**config.mk**
```make
export PLATFORM = sky130hd
export DESIGN_NAME = cordic_result_stage
export DESIGN_NICKNAME = d
export VERILOG_FILES = /design/src/rtl/cordic_result_stage.sv
export SDC_FILE = /design/constraint.sdc
export NUM_CORES = 2
export LEC_CHECK = 0
export CAP_MARGIN = 20
export CORE_MARGIN = 1.5
export CORE_UTILIZATION = 65
export CTS_CLUSTER_DIAMETER = 30
export CTS_CLUSTER_SIZE = 24
export DETAILED_ROUTE_END_ITERATION = 10
export DONT_BUFFER_PORTS = 1
export PLACE_DENSITY = 0.81
export REMOVE_ABC_BUFFERS = 1
export SLEW_MARGIN = 5
export SYNTH_ARGS = -nofsm -noshare
export SYNTH_HDL_FRONTEND = slang
export SYNTH_SLANG_ARGS = --single-unit
```
**constraint.sdc**
```tcl
create_clock -name clk -period 12 [get_ports clk]
set_clock_uncertainty 0.2 [all_clocks]
set_input_delay 2.4 -clock clk [delete_from_list [all_inputs] [get_ports clk]]
set_output_delay 2.4 -clock clk [all_outputs]
set_load 0.005 [all_outputs]
```
**src/rtl/cordic_result_stage.sv**
```systemverilog
// Output stage of the CORDIC datapath: scales x/y by the gain K into cos/sin,
// forms tan with a restoring divider, and presents one saturated slice per request.
module cordic_result_stage #(
  parameter int W = 32,
  parameter int Q = 16,
  parameter int OUT_W = 16,
  parameter logic [W-1:0] K = W'(32'h00009B7B)
) (
  input  logic             clk,
  input  logic             rst,
  input  logic             in_valid,
  output logic             in_ready,
  input  logic [1:0]       sel,
  input  logic [W-1:0]     x,
  input  logic [W-1:0]     y,
  input  logic [W-1:0]     angle,
  output logic             out_valid,
  input  logic             out_ready,
  output logic [OUT_W-1:0] out_data,
  output logic [1:0]       out_mode,
  output logic             out_ovf,
  output logic             out_dz
);

  localparam int SH = Q - OUT_W / 2;
  localparam int CW = $clog2(W);
  localparam logic signed [W-1:0] MAX_W = {1'b0, {(W-1){1'b1}}};
  localparam logic signed [W-1:0] MIN_W = {1'b1, {(W-1){1'b0}}};
  localparam logic [OUT_W-1:0] MAX_O = {1'b0, {(OUT_W-1){1'b1}}};
  localparam logic [OUT_W-1:0] MIN_O = {1'b1, {(OUT_W-1){1'b0}}};
  localparam logic signed [2*W-1:0] K_EXT = {{W{K[W-1]}}, K};

  typedef enum logic [1:0] {IDLE, MUL, DIV, OUT} state_t;

  state_t                 state;
  logic [1:0]             sel_r;
  logic signed [W-1:0]    x_r, y_r, angle_r, cos_r, sin_r;
  logic                   mul_done, ovf_r;
  logic [W-1:0]           rem_r, lo_r, div_r;
  logic [W-2:0]           quot_r;
  logic                   neg_r, div_ovf_r;
  logic [CW-1:0]          cnt;

  logic signed [2*W-1:0]  prod_cos, prod_sin, shr_cos, shr_sin;
  logic signed [W-1:0]    cos_c, sin_c;
  logic                   cos_sat, sin_sat;
  logic [W-1:0]           abs_sin, abs_cos;
  logic [2*W-1:0]         dividend;
  logic [W:0]             tmp;
  logic                   ge;
  logic [W-1:0]           rem_next;
  logic [W-1:0]           quot_next;
  logic                   tan_ovf;
  logic signed [W-1:0]    tan_mag, tan_res;
  logic                   dz_c;
  logic signed [W-1:0]    r_sel, sh;
  logic                   r_ovf, fits;
  logic [OUT_W-1:0]       slice_data;
  logic                   slice_ovf;

  assign in_ready = (state == IDLE) && !rst;

  // Gain scaling: full-width signed product, arithmetic shift, then saturate to W bits.
  always_comb begin
    prod_cos = K_EXT * $signed({{W{x_r[W-1]}}, x_r});
    prod_sin = K_EXT * $signed({{W{y_r[W-1]}}, y_r});
    shr_cos  = prod_cos >>> Q;
    shr_sin  = prod_sin >>> Q;
    cos_sat  = !((shr_cos[2*W-1:W-1] == '0) || (shr_cos[2*W-1:W-1] == '1));
    sin_sat  = !((shr_sin[2*W-1:W-1] == '0) || (shr_sin[2*W-1:W-1] == '1));
    cos_c    = cos_sat ? (shr_cos[2*W-1] ? MIN_W : MAX_W) : shr_cos[W-1:0];
    sin_c    = sin_sat ? (shr_sin[2*W-1] ? MIN_W : MAX_W) : shr_sin[W-1:0];
    abs_sin  = sin_r[W-1] ? W'(-sin_r) : W'(sin_r);
    abs_cos  = cos_r[W-1] ? W'(-cos_r) : W'(cos_r);
    dividend = {{W{1'b0}}, abs_sin} << Q;
  end

  // One restoring-division step; the last step's quotient feeds the result directly.
  always_comb begin
    tmp       = {rem_r, lo_r[W-1]};
    ge        = (tmp >= {1'b0, div_r});
    rem_next  = ge ? (tmp[W-1:0] - div_r) : tmp[W-1:0];
    quot_next = {quot_r, ge};
    tan_ovf   = div_ovf_r | quot_next[W-1];
    tan_mag   = tan_ovf ? MAX_W : $signed(quot_next);
    tan_res   = neg_r ? -tan_mag : tan_mag;
  end

  always_comb begin
    dz_c  = (sel_r == 2'd3) && (cos_r == '0);
    r_sel = '0;
    r_ovf = 1'b0;
    if (state == DIV) begin
      r_sel = tan_res;
      r_ovf = tan_ovf;
    end else begin
      case (sel_r)
        2'd0:    r_sel = angle_r;
        2'd1:    r_sel = sin_r;
        2'd2:    r_sel = cos_r;
        default: r_sel = sin_r[W-1] ? -MAX_W : MAX_W;
      endcase
    end
    sh         = r_sel >>> SH;
    fits       = (sh[W-1:OUT_W-1] == '0) || (sh[W-1:OUT_W-1] == '1);
    slice_data = fits ? sh[OUT_W-1:0] : (sh[W-1] ? MIN_O : MAX_O);
    slice_ovf  = !fits;
  end

  // MUL takes two cycles: register the scaled values, then branch on them.
  always_ff @(posedge clk or posedge rst) begin
    if (rst) begin
      state     <= IDLE;
      sel_r     <= '0;
      x_r       <= '0;
      y_r       <= '0;
      angle_r   <= '0;
      cos_r     <= '0;
      sin_r     <= '0;
      mul_done  <= 1'b0;
      ovf_r     <= 1'b0;
      rem_r     <= '0;
      lo_r      <= '0;
      div_r     <= '0;
      quot_r    <= '0;
      neg_r     <= 1'b0;
      div_ovf_r <= 1'b0;
      cnt       <= '0;
      out_valid <= 1'b0;
      out_data  <= '0;
      out_mode  <= '0;
      out_ovf   <= 1'b0;
      out_dz    <= 1'b0;
    end else begin
      case (state)
        IDLE: begin
          if (in_valid) begin
            sel_r    <= sel;
            x_r      <= x;
            y_r      <= y;
            angle_r  <= angle;
            mul_done <= 1'b0;
            ovf_r    <= 1'b0;
            state    <= MUL;
          end
        end
        MUL: begin
          if (!mul_done) begin
            cos_r    <= cos_c;
            sin_r    <= sin_c;
            ovf_r    <= cos_sat | sin_sat;
            mul_done <= 1'b1;
          end else if (sel_r != 2'd3 || dz_c) begin
            out_valid <= 1'b1;
            out_data  <= slice_data;
            out_mode  <= sel_r;
            out_ovf   <= ovf_r | r_ovf | slice_ovf;
            out_dz    <= dz_c;
            state     <= OUT;
          end else begin
            rem_r     <= dividend[2*W-1:W];
            lo_r      <= dividend[W-1:0];
            div_r     <= abs_cos;
            quot_r    <= '0;
            neg_r     <= sin_r[W-1] ^ cos_r[W-1];
            div_ovf_r <= (dividend[2*W-1:W] >= abs_cos);
            cnt       <= '0;
            state     <= DIV;
          end
        end
        DIV: begin
          rem_r  <= rem_next;
          lo_r   <= lo_r << 1;
          quot_r <= quot_next[W-2:0];
          cnt    <= cnt + 1'b1;
          if (cnt == CW'(W - 1)) begin
            out_valid <= 1'b1;
            out_data  <= slice_data;
            out_mode  <= sel_r;
            out_ovf   <= ovf_r | r_ovf | slice_ovf;
            out_dz    <= 1'b0;
            state     <= OUT;
          end
        end
        OUT: begin
          if (out_ready) begin
            out_valid <= 1'b0;
            out_ovf   <= 1'b0;
            out_dz    <= 1'b0;
            state     <= IDLE;
          end
        end
        default: state <= IDLE;
      endcase
    end
  end

endmodule
```
==> results by stage <==
Clocking:
- CTS placed an instance of clkbuf_16 at the clock tree root.
- The number of clock sinks is 297.
- Gates resized during post-CTS repair numbered 0.
- The post-cts hold buffer count is 0.
- The CTS tree is done.
- Clock latency on the worst-skew pair, taken at its later pin, is 0.65 ns.
- The CTS buffer count is 78.
- In this run the number of H-tree levels came out at 3.
- The buffers inserted during post-CTS setup optimization is 0.
- The longest clock path from root to sink contains 3 buffers.
- After clock tree synthesis, the clock-pin slew on the worst setup and hold paths is 0.05 ns.

Setup path:
- The worst setup slack for register-to-register paths is 3.96 ns.
- The signal on the critical path passes through ha_1 -> fa_1 -> fa_1 -> inv_1 -> fa_1 -> inv_1 -> fa_1 -> inv_1 -> fa_1 -> inv_1 -> ha_1 -> o21a_1 -> o21ai_0 -> o21ai_0 -> nand4_1 -> a21oi_1 -> a21oi_1 -> o31ai_1 -> xnor2_1 -> nor2_1 -> nand2_1 -> nand3_1.
- The timing startpoint of the critical path is y_r[6]$_DFFE_PP0P_.
- The startpoint identified for the worst register-to-register timing path is y_r[6]$_DFFE_PP0P_.
- The worst register-to-register path has a depth of 22.
- The kind of capture point of the worst setup path is a register.
- STA puts the critical path data arrival time at 8.39 ns.
- The worst setup path is launched from a register.
- STA puts the critical path data required time at 12.35 ns.
- The largest stage delay on the critical path is 0.71 ns.
- The critical path ends at sin_r[12]$_DFFE_PP0P_.
- The critical path is of the reg2reg type.
- The master of the slowest instance on the critical path is nor2_1.
- The endpoint identified for the worst register-to-register timing path is sin_r[12]$_DFFE_PP0P_.
- By instance count, the cell type seen most on the critical path is fa_1.
- The largest fanout on the critical path is 12.

Final layout:
- The layout has 4193 filler cells.
- From synthesis to final layout, the design area changed by 9.005%.
- The final layout contains 4964 nets.
- The total non-filler cell area in the finished layout is 41300 um2.
- The library cell used most frequently in the layout, excluding fill and tap cells, is inv_1.
- In the layout the commonest cells are inv_1, fa_1, ha_1, nand2_1, dfrtp_1.
- Of the cells placed in the final design, the portion with a size suffix greater than 1 is 0.08035.
- The number of non-filler instances in the completed layout is 4762.

Route:
- Summing over every cut layer, the via total after detailed routing is 28120.
- In the routed layout, each cell is associated on average with a via count of 5.905.
- The total DRC errors in the routed layout is 0.
- The length of the first detailed-routing pass in iterations is 9.
- After detailed routing, the average wire length per cell comes to 19.86 um.
- The detailed router finished its first iteration with 2161 violations.
- The count of nets left with antenna violations once routing finished came out at 0.
- The aggregate routed wire length is 94.56 mm.

Timing:
- The count of final max-slew check failures is 0.
- The final count of hold timing violations came to 0.
- The smallest clock period supported by the final layout is computed as 8.041 ns.
- Static timing analysis puts the maximum clock frequency at 0.1244 GHz.
- Setup repair after global routing left no endpoint under its margin.
- The actual slew at the worst max-slew pin is 1.127 ns.
- Setup violations remaining at the end of the flow were counted as 0.
- The tightest hold path in the finished design has a slack of 0.2770 ns.
- The worst pin sits at a relative slew slack of 0.2466.
- The sum of negative setup slack is 0 ns.
- Dividing the final minimum period by the clock period gives 0.6701.

Placed design:
- The detailed placer's ending HPWL is 74.00 mm.
- At the end of routability-driven placement, the weighted congestion stood at 0.9487.
- The post-placement cell count is 4618.
- The instance area at placement is 38530 um2.
- In this run the tool buffered the top-level ports with 0 buffer cells.

Worst hold path:
- The worst hold path passes through 2 cells.
- The worst hold path belongs to the class reg2reg.

Logic synthesis:
- The number of unique standard cell types used by synthesis is 87.
- The post-synthesis instance total is 3961.
- The post-synthesis async set-or-reset flop share is 1.000.
- Of the synthesized area, sequential elements account for 0.1961.
- The warning count from the yosys run is 0.
- The synthesized design contains 0 enable-type register cells.
- The combined area of all synthesized cells is 37890 um2.
- Averaged over all synthesized cells, the footprint is 9.566 um2.
- Among all flip-flop cells after synthesis, the most frequent one is dfrtp_1.
- The register bit count reported by yosys is 297.

Global route:
- The initial antenna violation count is 4.
- In the global route stage, overall resource usage came out at 0.3290.
- The via count of the first global-routing pass was 29330.
- The global-route congestion overflow total is 0.
- The first global-routing pass estimated 154.0 mm of wire.
- The largest net degree at the start of global routing is 107.

Run:
- The max-cap check violation count is 0.

Floorplan:
- The chip width is 244.4 um.
- 124 I/O pins were placed.
- The full die area is 59750 um2.
- The initialized floorplan defines 88 standard-cell rows.
- For this configuration, the core starts out at a cell density of 0.6567.
- The region available for standard cell placement spans 57700 um2.
- The chip height is 244.4 um.

Outcome:
- The run finished with clean final reports.
critical path, delay by kind of cell (launching register included):
kind	cells	cell delay, ns
adders and majority gates	7	3.28
AOI/OAI and AO/OA	6	1.80
and+or+nand+nor	4	1.60
DFF	1	0.54
xor gates and xnor gates	1	0.33
buffers and inverters	4	0.19
per-layer routing:
metal	routed length, um	vias to the layer above	global-route usage
met3	7375	221	0.06914
met1	39470	13980	0.4448
met4	3618	2	0.1258
met2	44080	1052	0.5238
met5	11	-	0
li1	-	12870	-
layout make-up:
class | count | area (um2) | share of cell area
clock buffer | 91 | 2061 | 0.04989
multi-input combinational | 2739 | 26980 | 0.6531
inverter | 792 | 2980 | 0.07216
tap | 765 | 957.2 | 0.02317
clock inverter | 50 | 675.6 | 0.01636
sequential | 297 | 7432 | 0.1799
timing repair buffer | 26 | 215.2 | 0.005210
antenna | 2 | 5.005 | 0.0001212
sequential cells by signal, summed over array words and instances (netlist names):
register	cells
div_r	32
out_dz	1
state	2
lo_r	16
div_ovf_r	1
neg_r	1
sel_r	2
ovf_r	1
out_mode	2
quot_r	31
out_valid	1
rem_r	32
sin_r	32
angle_r	24
out_ovf	1
x_r	32
cnt	5
mul_done	1
out_data	16
cos_r	32
y_r	32
cells by family after synthesis:
kind of cell,share of synthesized area
buf+inv,0.09335
simple gates,0.09778
mux,0.03731
compound gates,0.1154
xor+xnor,0.03929
flops,0.1961
fa+ha+maj,0.4208
Yosys cell counts (13+ instances only):
cell,number,area share
o31ai_1,30,0.0059
inv_1,792,0.078
nor3_1,58,0.0077
clkbuf_1,100,0.0099
mux2i_1,13,0.0034
fa_1,553,0.29
a211oi_1,20,0.0040
xor2_1,90,0.021
nand2b_1,19,0.0031
o22ai_1,36,0.0059
and3_1,13,0.0021
a21oi_1,143,0.019
nand3_1,66,0.0087
a31oi_1,16,0.0026
a21o_1,57,0.011
or3_1,17,0.0028
buf_2,21,0.0028
o211ai_1,26,0.0052
maj3_1,18,0.0048
nor4_1,16,0.0026
ha_1,375,0.12
mux2_2,114,0.034
dfrtp_1,297,0.20
xnor2_1,80,0.018
or2_2,16,0.0026
nand4_1,24,0.0040
o21ai_0,237,0.031
nor2_1,179,0.018
o21a_1,27,0.0053
nand2_1,311,0.031
nor2b_1,24,0.0040
metrics by stage:
step / util / setup WS [ns]
6_report: 0.7159 / 3.959
4_1_cts: 0.7153 / 4.114
2_1_floorplan: - / 1.196
3_5_place_dp: 0.6679 / 4.174
5_1_grt: 0.7158 / 3.478
3_3_place_gp: 0.6679 / 4.218
worst min-delay path by stage:
stage | startpoint | to | slack, ns
detailed placement | div_r[8]$_DFFE_PP0P_ | div_r[8]$_DFFE_PP0P_ | 0.27
global placement | cnt[4]$_DFFE_PP0P_ | cnt[4]$_DFFE_PP0P_ | 0.26
CTS | div_r[8]$_DFFE_PP0P_ | div_r[8]$_DFFE_PP0P_ | 0.28
finish | div_r[5]$_DFFE_PP0P_ | div_r[5]$_DFFE_PP0P_ | 0.28
global route | div_r[8]$_DFFE_PP0P_ | div_r[8]$_DFFE_PP0P_ | 0.29
floorplan | cnt[4]$_DFFE_PP0P_ | cnt[4]$_DFFE_PP0P_ | 0.25
Power is left out: the tool's default activity adds up to more than one toggle a clock period on the data nets, which glitch-free logic cannot reach.
